File: config.mk
export PLATFORM = sky130hd
export DESIGN_NAME = param_connection_block
export DESIGN_NICKNAME = d
export VERILOG_FILES = /design/src/rtl/conn_block_pkg.sv /design/src/rtl/cfg_shift_chain.sv /design/src/rtl/param_connection_block.sv
export SDC_FILE = /design/constraint.sdc
export NUM_CORES = 1
export LEC_CHECK = 0
export ABC_AREA = 0
export BUFFER_PORTS_ARGS = -buffer_cell sky130_fd_sc_hd__clkbuf_2
export CAP_MARGIN = 20
export CORE_AREA = 2 2 214 216
export DETAILED_ROUTE_END_ITERATION = 12
export DIE_AREA = 0 0 216 218
export HOLD_SLACK_MARGIN = 0.02
export PLACE_DENSITY = 0.79
export RECOVER_POWER = 100
export SETUP_SLACK_MARGIN = 0.5
export SLEW_MARGIN = 40
export SYNTH_ARGS = -nofsm -noshare
export SYNTH_HDL_FRONTEND = slang
export SYNTH_SLANG_ARGS = --single-unit
File: constraint.sdc
create_clock -name clk -period 3.1 [get_ports clk]
set_input_delay 0.31 -clock clk [delete_from_list [all_inputs] [get_ports clk]]
set_output_delay 0.31 -clock clk [all_outputs]
set_load 0.05 [all_outputs]
File: src/rtl/conn_block_pkg.sv
// Shared sizing helpers and encodings for the parametrised connection block.
// Every derived width is computed here so the top and config chain agree.
package conn_block_pkg;

    typedef enum logic {
        UNCFG = 1'b0,
        CFG   = 1'b1
    } cfg_state_e;

    localparam int SEL_NONE = 0;
    localparam int SEL_BASE = 1;

    // Width of a select able to name n_choices sources plus the "none" code
    function automatic int sel_width_f(input int n_choices);
        return $clog2(n_choices + 1);
    endfunction

    function automatic int ntrk_f(input int ws, input int wd);
        return 2 * ws + 2 * wd;
    endfunction

    function automatic int cfg_len_f(input int ntrk, input int nclb,
                                     input int clbin, input int clbout);
        return nclb * clbin * sel_width_f(ntrk) + ntrk * sel_width_f(nclb * clbout);
    endfunction

    function automatic int cfg_words_f(input int cfg_len, input int shift_w);
        return (cfg_len + shift_w - 1) / shift_w;
    endfunction

endpackage

File: src/rtl/cfg_shift_chain.sv
// Word-serial, double-buffered configuration chain: shadow shift register,
// word counter, length-checked commit into the active register.
module cfg_shift_chain
    import conn_block_pkg::*;
#(
    parameter  int LEN_WORDS = 49,
    parameter  int SHIFT_W   = 4,
    localparam int TOTAL     = LEN_WORDS * SHIFT_W,
    localparam int CNT_W     = $clog2(LEN_WORDS + 2)
) (
    input  logic               clk,
    input  logic               rst,
    input  logic               cen,
    input  logic               set_in,
    input  logic [SHIFT_W-1:0] shift_in,
    output logic [SHIFT_W-1:0] shift_out,
    output logic [TOTAL-1:0]   active,
    output logic               cfg_valid,
    output logic               cfg_err
);

    localparam logic [CNT_W-1:0] CNT_FULL = CNT_W'(LEN_WORDS);
    localparam logic [CNT_W-1:0] CNT_SAT  = CNT_W'(LEN_WORDS + 1);

    logic [TOTAL-1:0] shadow_r;
    logic [TOTAL-1:0] shadow_next_s;
    logic [CNT_W-1:0] cnt_r;
    logic [CNT_W-1:0] cnt_next_s;
    logic             commit_ok_s;
    cfg_state_e       state_r;

    // Next shadow/count including a shift in the same cycle as set_in
    always_comb begin
        shadow_next_s = shadow_r;
        cnt_next_s    = cnt_r;
        if (cen) begin
            shadow_next_s = TOTAL'({shadow_r, shift_in});
            if (cnt_r == CNT_SAT) begin
                cnt_next_s = cnt_r;
            end else begin
                cnt_next_s = cnt_r + CNT_W'(1);
            end
        end else begin
            shadow_next_s = shadow_r;
            cnt_next_s    = cnt_r;
        end
        commit_ok_s = set_in && (cnt_next_s == CNT_FULL);
    end

    // Shadow, counter, commit and the UNCFG/CFG state machine
    always_ff @(posedge clk or negedge rst) begin
        if (!rst) begin
            shadow_r  <= '0;
            cnt_r     <= '0;
            shift_out <= '0;
            active    <= '0;
            cfg_valid <= 1'b0;
            cfg_err   <= 1'b0;
            state_r   <= UNCFG;
        end else begin
            shadow_r  <= shadow_next_s;
            shift_out <= shadow_next_s[TOTAL-1 -: SHIFT_W];
            if (set_in) begin
                cnt_r <= '0;
                if (commit_ok_s) begin
                    active  <= shadow_next_s;
                    cfg_err <= 1'b0;
                end else begin
                    cfg_err <= 1'b1;
                end
            end else begin
                cnt_r <= cnt_next_s;
            end
            case (state_r)
                UNCFG: begin
                    if (commit_ok_s) begin
                        state_r   <= CFG;
                        cfg_valid <= 1'b1;
                    end else begin
                        state_r   <= UNCFG;
                        cfg_valid <= 1'b0;
                    end
                end
                CFG: begin
                    state_r   <= CFG;
                    cfg_valid <= 1'b1;
                end
                default: begin
                    state_r   <= UNCFG;
                    cfg_valid <= 1'b0;
                end
            endcase
        end
    end

endmodule

File: src/rtl/param_connection_block.sv
// Connection block: configurable input/output muxes between CLBs and track
// bundles, plus fixed carry chaining. Configuration state lives in cfg_shift_chain.
module param_connection_block
    import conn_block_pkg::*;
#(
    parameter  int WS        = 4,
    parameter  int WD        = 8,
    parameter  int NCLB      = 2,
    parameter  int CLBIN     = 10,
    parameter  int CLBOUT    = 5,
    parameter  int CARRY     = 1,
    parameter  int SHIFT_W   = 4,
    localparam int NTRK      = ntrk_f(WS, WD),
    localparam int NSRC      = NCLB * CLBOUT,
    localparam int ISELW     = sel_width_f(NTRK),
    localparam int OSELW     = sel_width_f(NSRC),
    localparam int CFG_LEN   = cfg_len_f(NTRK, NCLB, CLBIN, CLBOUT),
    localparam int CFG_WORDS = cfg_words_f(CFG_LEN, SHIFT_W),
    localparam int ACT_W     = CFG_WORDS * SHIFT_W
) (
    input  logic                     clk,
    input  logic                     rst,
    input  logic                     cen,
    input  logic                     set_in,
    input  logic [SHIFT_W-1:0]       shift_in,
    output logic [SHIFT_W-1:0]       shift_out,
    output logic                     cfg_valid,
    output logic                     cfg_err,
    input  logic [NTRK-1:0]          track_in,
    output logic [NTRK-1:0]          track_out,
    output logic [NTRK-1:0]          track_oe,
    input  logic [NSRC-1:0]          clb_output,
    output logic [NCLB*CLBIN-1:0]    clb_input,
    input  logic [NCLB*CARRY-1:0]    clb_cout,
    output logic [NCLB*CARRY-1:0]    clb_cin,
    input  logic [CARRY-1:0]         carry_in,
    output logic [CARRY-1:0]         carry_out
);

    localparam int               OBASE   = NCLB * CLBIN * ISELW;
    localparam logic [OSELW-1:0] OSEL_LO = OSELW'(SEL_BASE);
    localparam logic [OSELW-1:0] OSEL_HI = OSELW'(NSRC);

    logic [ACT_W-1:0]      active_s;
    logic [2**ISELW-1:0]   trk_pad_s;
    logic [2**OSELW-1:0]   clb_pad_s;

    cfg_shift_chain #(
        .LEN_WORDS (CFG_WORDS),
        .SHIFT_W   (SHIFT_W)
    ) u_cfg (
        .clk       (clk),
        .rst       (rst),
        .cen       (cen),
        .set_in    (set_in),
        .shift_in  (shift_in),
        .shift_out (shift_out),
        .active    (active_s),
        .cfg_valid (cfg_valid),
        .cfg_err   (cfg_err)
    );

    // Source vectors indexed directly by select code; out-of-range codes hit zero padding
    always_comb begin
        trk_pad_s = '0;
        clb_pad_s = '0;
        trk_pad_s[NTRK+SEL_BASE-1:SEL_BASE] = track_in;
        clb_pad_s[NSRC+SEL_BASE-1:SEL_BASE] = clb_output;
    end

    // CLB input muxes
    always_comb begin
        clb_input = '0;
        for (int p = 0; p < NCLB * CLBIN; p++) begin
            clb_input[p] = trk_pad_s[active_s[p*ISELW +: ISELW]];
        end
    end

    // Track output muxes; any invalid select disables the driver
    always_comb begin
        track_oe  = '0;
        track_out = '0;
        for (int t = 0; t < NTRK; t++) begin
            if ((active_s[OBASE + t*OSELW +: OSELW] >= OSEL_LO) &&
                (active_s[OBASE + t*OSELW +: OSELW] <= OSEL_HI)) begin
                track_oe[t]  = 1'b1;
                track_out[t] = clb_pad_s[active_s[OBASE + t*OSELW +: OSELW]];
            end else begin
                track_oe[t]  = 1'b0;
                track_out[t] = 1'b0;
            end
        end
    end

    assign clb_cin[0 +: CARRY] = carry_in;
    for (genvar k = 1; k < NCLB; k++) begin : g_carry
        assign clb_cin[k*CARRY +: CARRY] = clb_cout[(k-1)*CARRY +: CARRY];
    end
    assign carry_out = clb_cout[(NCLB-1)*CARRY +: CARRY];

endmodule

==> out/results.tsv <==
stage	metric	value	unit
status	status	finished with violations	
status	failing checks	capacitance limit, slew limit	
clock_network	CTS buffer count	43	
clock_network	Worst-Skew Late Latency	0.58	ns
timing	Worst Tran Pin Value	2.53	ns
synthesis	Synth Instances	1744	
drt	DR WL met3	4400	um
die	Die ar.	47100	um^2
global_route	largest net degree at the start of global routing	153	
synthesis	Netlist cell types	32	
clock_network	htree depth	2	
worst_setup_path	startpoint types	flip-flop	
worst_setup_path	worst path arrival time	2.65	ns
pwr	switching share of power	25.2	%
synthesis	Seq/Total Area, Yosys	45.1	%
timing	WHS	0.0538	ns
global_route	first-pass GRT wire length	84800	um
global_route	GRT overflow	0	
drt	Avg WL per Cell	23.2	um
timing	FMAX	0.338	GHz
drt	total number of vias	15200	
timing	RSZ-0062 raised after global routing	yes	
worst_setup_path	crit end category	output pin	
synthesis	post-synth net total	1791	
clock_network	CTS clk-pin slew, worst paths	0.06	ns
pwr	sequential group share of total power	46.6	%
final_layout	fraction of layout cells with a size suffix above 1	32.2	%
final_layout	fin area	25300	um^2
worst_setup_path	Crit Path Class	reg -> out	
pwr	cell area power density	533	nW/um^2
drt	DR pass1 iterations	5	
final_layout	filler instances	3527	
die	die width	216	um
timing	endpoints failing setup	0	
drt	M1 WL	22300	um
final_layout	Seq. cell area	10000	um^2
timing	crit path time final	2.96	ns
drt	1st-iter DRT viols	1597	
die	row count	78	
synthesis	area share of the largest cell type after synthesis	45.1	%
timing	Fin. Hold Viols	0	
clock_network	CTS tree	yes	
placement	DP HPWL	32300	um
global_route	initial antenna violation count	1	
pwr	combinational power share	11.0	%
synthesis	Seq cells post-synth	400	
timing	headroom to the max-slew limit	-68.7	%
drt	Met2 Wirelength	27100	um
timing	Worst Skew	0.0143	ns
hold_path	Worst Hold Class	in -> reg	
drt	Max Used Layer	met4	
drt	WL final	55800	um
global_route	vias in the first global route	15300	
placement	RePlAce Congestion	0.833	
timing	Final Cycle Share	95.4	%
clock_network	clk sinks	400	
placement	pre-CTS WS	0.423	ns
global_route	total track usage	22.7	%
drt	routed vias/inst	6.32	
synthesis	Post-Syn Area	22200	um^2
job	max cap viols	3	
clock_network	Clock Tree Buf Depth	3	
worst_setup_path	crit-path max FO	6	
pwr	leakage power	0.0111	uW
drt	drc violations	0	
timing	Sum Neg Setup Slack	0	ns
final_layout	nets@finish	1822	
timing	final worst-path setup slack	0.143	ns
pwr	internal power	10100	uW
pwr	Peak VDD IR	0.000532	V
timing	Pins Over Slew Limit	204	
synthesis	synthesis warning total	0	
synthesis	largest cells by area after synthesis	dfrtp_1, mux2_2, mux4_2	
placement	input/output buffers	115	
placement	placement-stage cell area	22900	um^2
die	Initial Utilization	49.5	%
die	Ports	122	
clock_network	clock tree root driver cell	clkbuf_16	
final_layout	P&R area growth vs syn	13.9	%
synthesis	cell taking the most area after synthesis	dfrtp_1	
drt	Detail Route Antenna Nets	0	
final_layout	area of the multi-input gates	11300	um^2
synthesis	syn avg cell area	12.7	um^2
worst_setup_path	Required @ worst endpoint	2.79	ns
die	Die Y	218	um
pwr	NetSw	3400	uW
die	Core Box Area	44900	um^2
pwr	clock network power share	42.4	%
flip-flops by register name, indices dropped and copies added (netlist names):
register and count:
u_cfg.shift_out 3, u_cfg.active 196, u_cfg.cfg_valid 1, u_cfg.shadow_r 193, u_cfg.cfg_err 1, u_cfg.cnt_r 6
worst max-delay path, stage by stage, from the launching register on:
cell and delay [ns]:
dfrtp_1 0.56, mux4_2 0.54, mux2_2 0.26, mux4_2 0.52, buf_8 0.18
stage by stage:
stage	power, uW	utilization, %	std cells
floorplan	7260	-	1744
global placement	7750	51.0	2259
detailed placement	7860	51.0	2259
CTS	13600	55.9	2382
global route	14000	56.3	2410
finish	13500	56.3	2411
kinds of logic after synthesis:
| logic type | Yosys count | synth area share (%) |
|---|---|---|
| mux | 644 | 38.5 |
| fa+ha+maj | 2 | 0.113 |
| compound gates | 269 | 6.91 |
| xor+xnor | 5 | 0.197 |
| buf+inv | 226 | 4.32 |
| flops | 400 | 45.1 |
| simple gates | 198 | 4.91 |
layout by cell type (no fill, tap or decap), drive strengths merged, types with 2 or more instances in the layout:
| cell | instances |
|---|---|
| o21ai | 91 |
| clkbuf | 181 |
| nand2b | 2 |
| nand4 | 3 |
| clkinvlp | 4 |
| clkinv | 9 |
| nor2 | 25 |
| nor4 | 25 |
| dfrtp | 400 |
| a21o | 24 |
| o21a | 20 |
| buf | 82 |
| xnor2 | 2 |
| inv | 4 |
| xor2 | 3 |
| nand2 | 68 |
| mux2i | 85 |
| mux4 | 124 |
| nor2b | 21 |
| o22ai | 20 |
| a211oi | 20 |
| a21oi | 92 |
| ha | 2 |
| bufinv | 8 |
| mux2 | 435 |
| dlygate4sd3 | 4 |
| nand3b | 51 |
power groups by stage:
stage	sequential [uW]	combinational [uW]	clock [uW]
floorplan	6160	1090	0
detailed placement	6360	1500	0
CTS	6270	1520	5790
global placement	6320	1420	0
finish	6290	1480	5720
global route	6350	1610	6050
cells in the mapped netlist:
cell type / instances
o21ai_0: 91
buf_4: 20
nor4_1: 24
dfrtp_1: 400
nand3b_1: 51
ha_1: 2
nor2_1: 25
a21oi_1: 92
o22ai_1: 20
nand2_1: 68
nor2b_1: 21
a22oi_1: 1
or3_1: 1
nand4_1: 3
a31oi_1: 1
mux2_1: 118
o21a_1: 20
nor4_4: 1
a211oi_1: 20
xor2_1: 3
mux2_2: 317
buf_2: 28
clkbuf_1: 167
a21o_1: 24
nand2b_1: 2
buf_1: 8
mux4_2: 124
mux2i_1: 85
inv_1: 3
xnor2_1: 2
or2_2: 1
and4bb_1: 1
final timing paths:
path	start	endpoint	slack [ns]	cells after the start
setup / recovery	u_cfg.active[75]	clb_input[15]	0.14	4
setup reg to reg	u_cfg.cnt_r[0]	u_cfg.active[105]	0.27	10
max in group asynchronous	rst	u_cfg.active[96]	0.74	3
hold reg to reg	u_cfg.cfg_valid	u_cfg.cfg_valid	0.49	1
min in group asynchronous	rst	u_cfg.shadow_r[135]	0.92	2
hold / removal	shift_in[1]	u_cfg.shadow_r[1]	0.05	2
cell type report:
class	count	share of cell area, %
Tap cell	600	2.97
Multi-Input combinational cell	1118	44.6
Inverter	3	0.0445
Clock inverter	22	1.34
Antenna cell	1	0.00989
Sequential cell	400	39.6
Timing Repair Buffer	209	6.42
Clock buffer	58	4.96
layer usage:
| layer | GRT usage (%) | vias to the layer above |
|---|---|---|
| met3 | 4.09 | 187 |
| met4 | 11.4 | 0 |
| met1 | 29.9 | 7779 |
| li1 | - | 6541 |
| met2 | 36.5 | 723 |
| met5 | 0 | - |
what timing repair did:
action	CTS	global route
endpoints found under the hold margin	85	0
gates cloned	1	11
gates resized for setup	69	63
hold buffers	4	0
setup endpoints to repair	166	201
pin swaps	1	3
buffers inserted	38	16
Note: power is estimated with default switching activity, not from simulation.
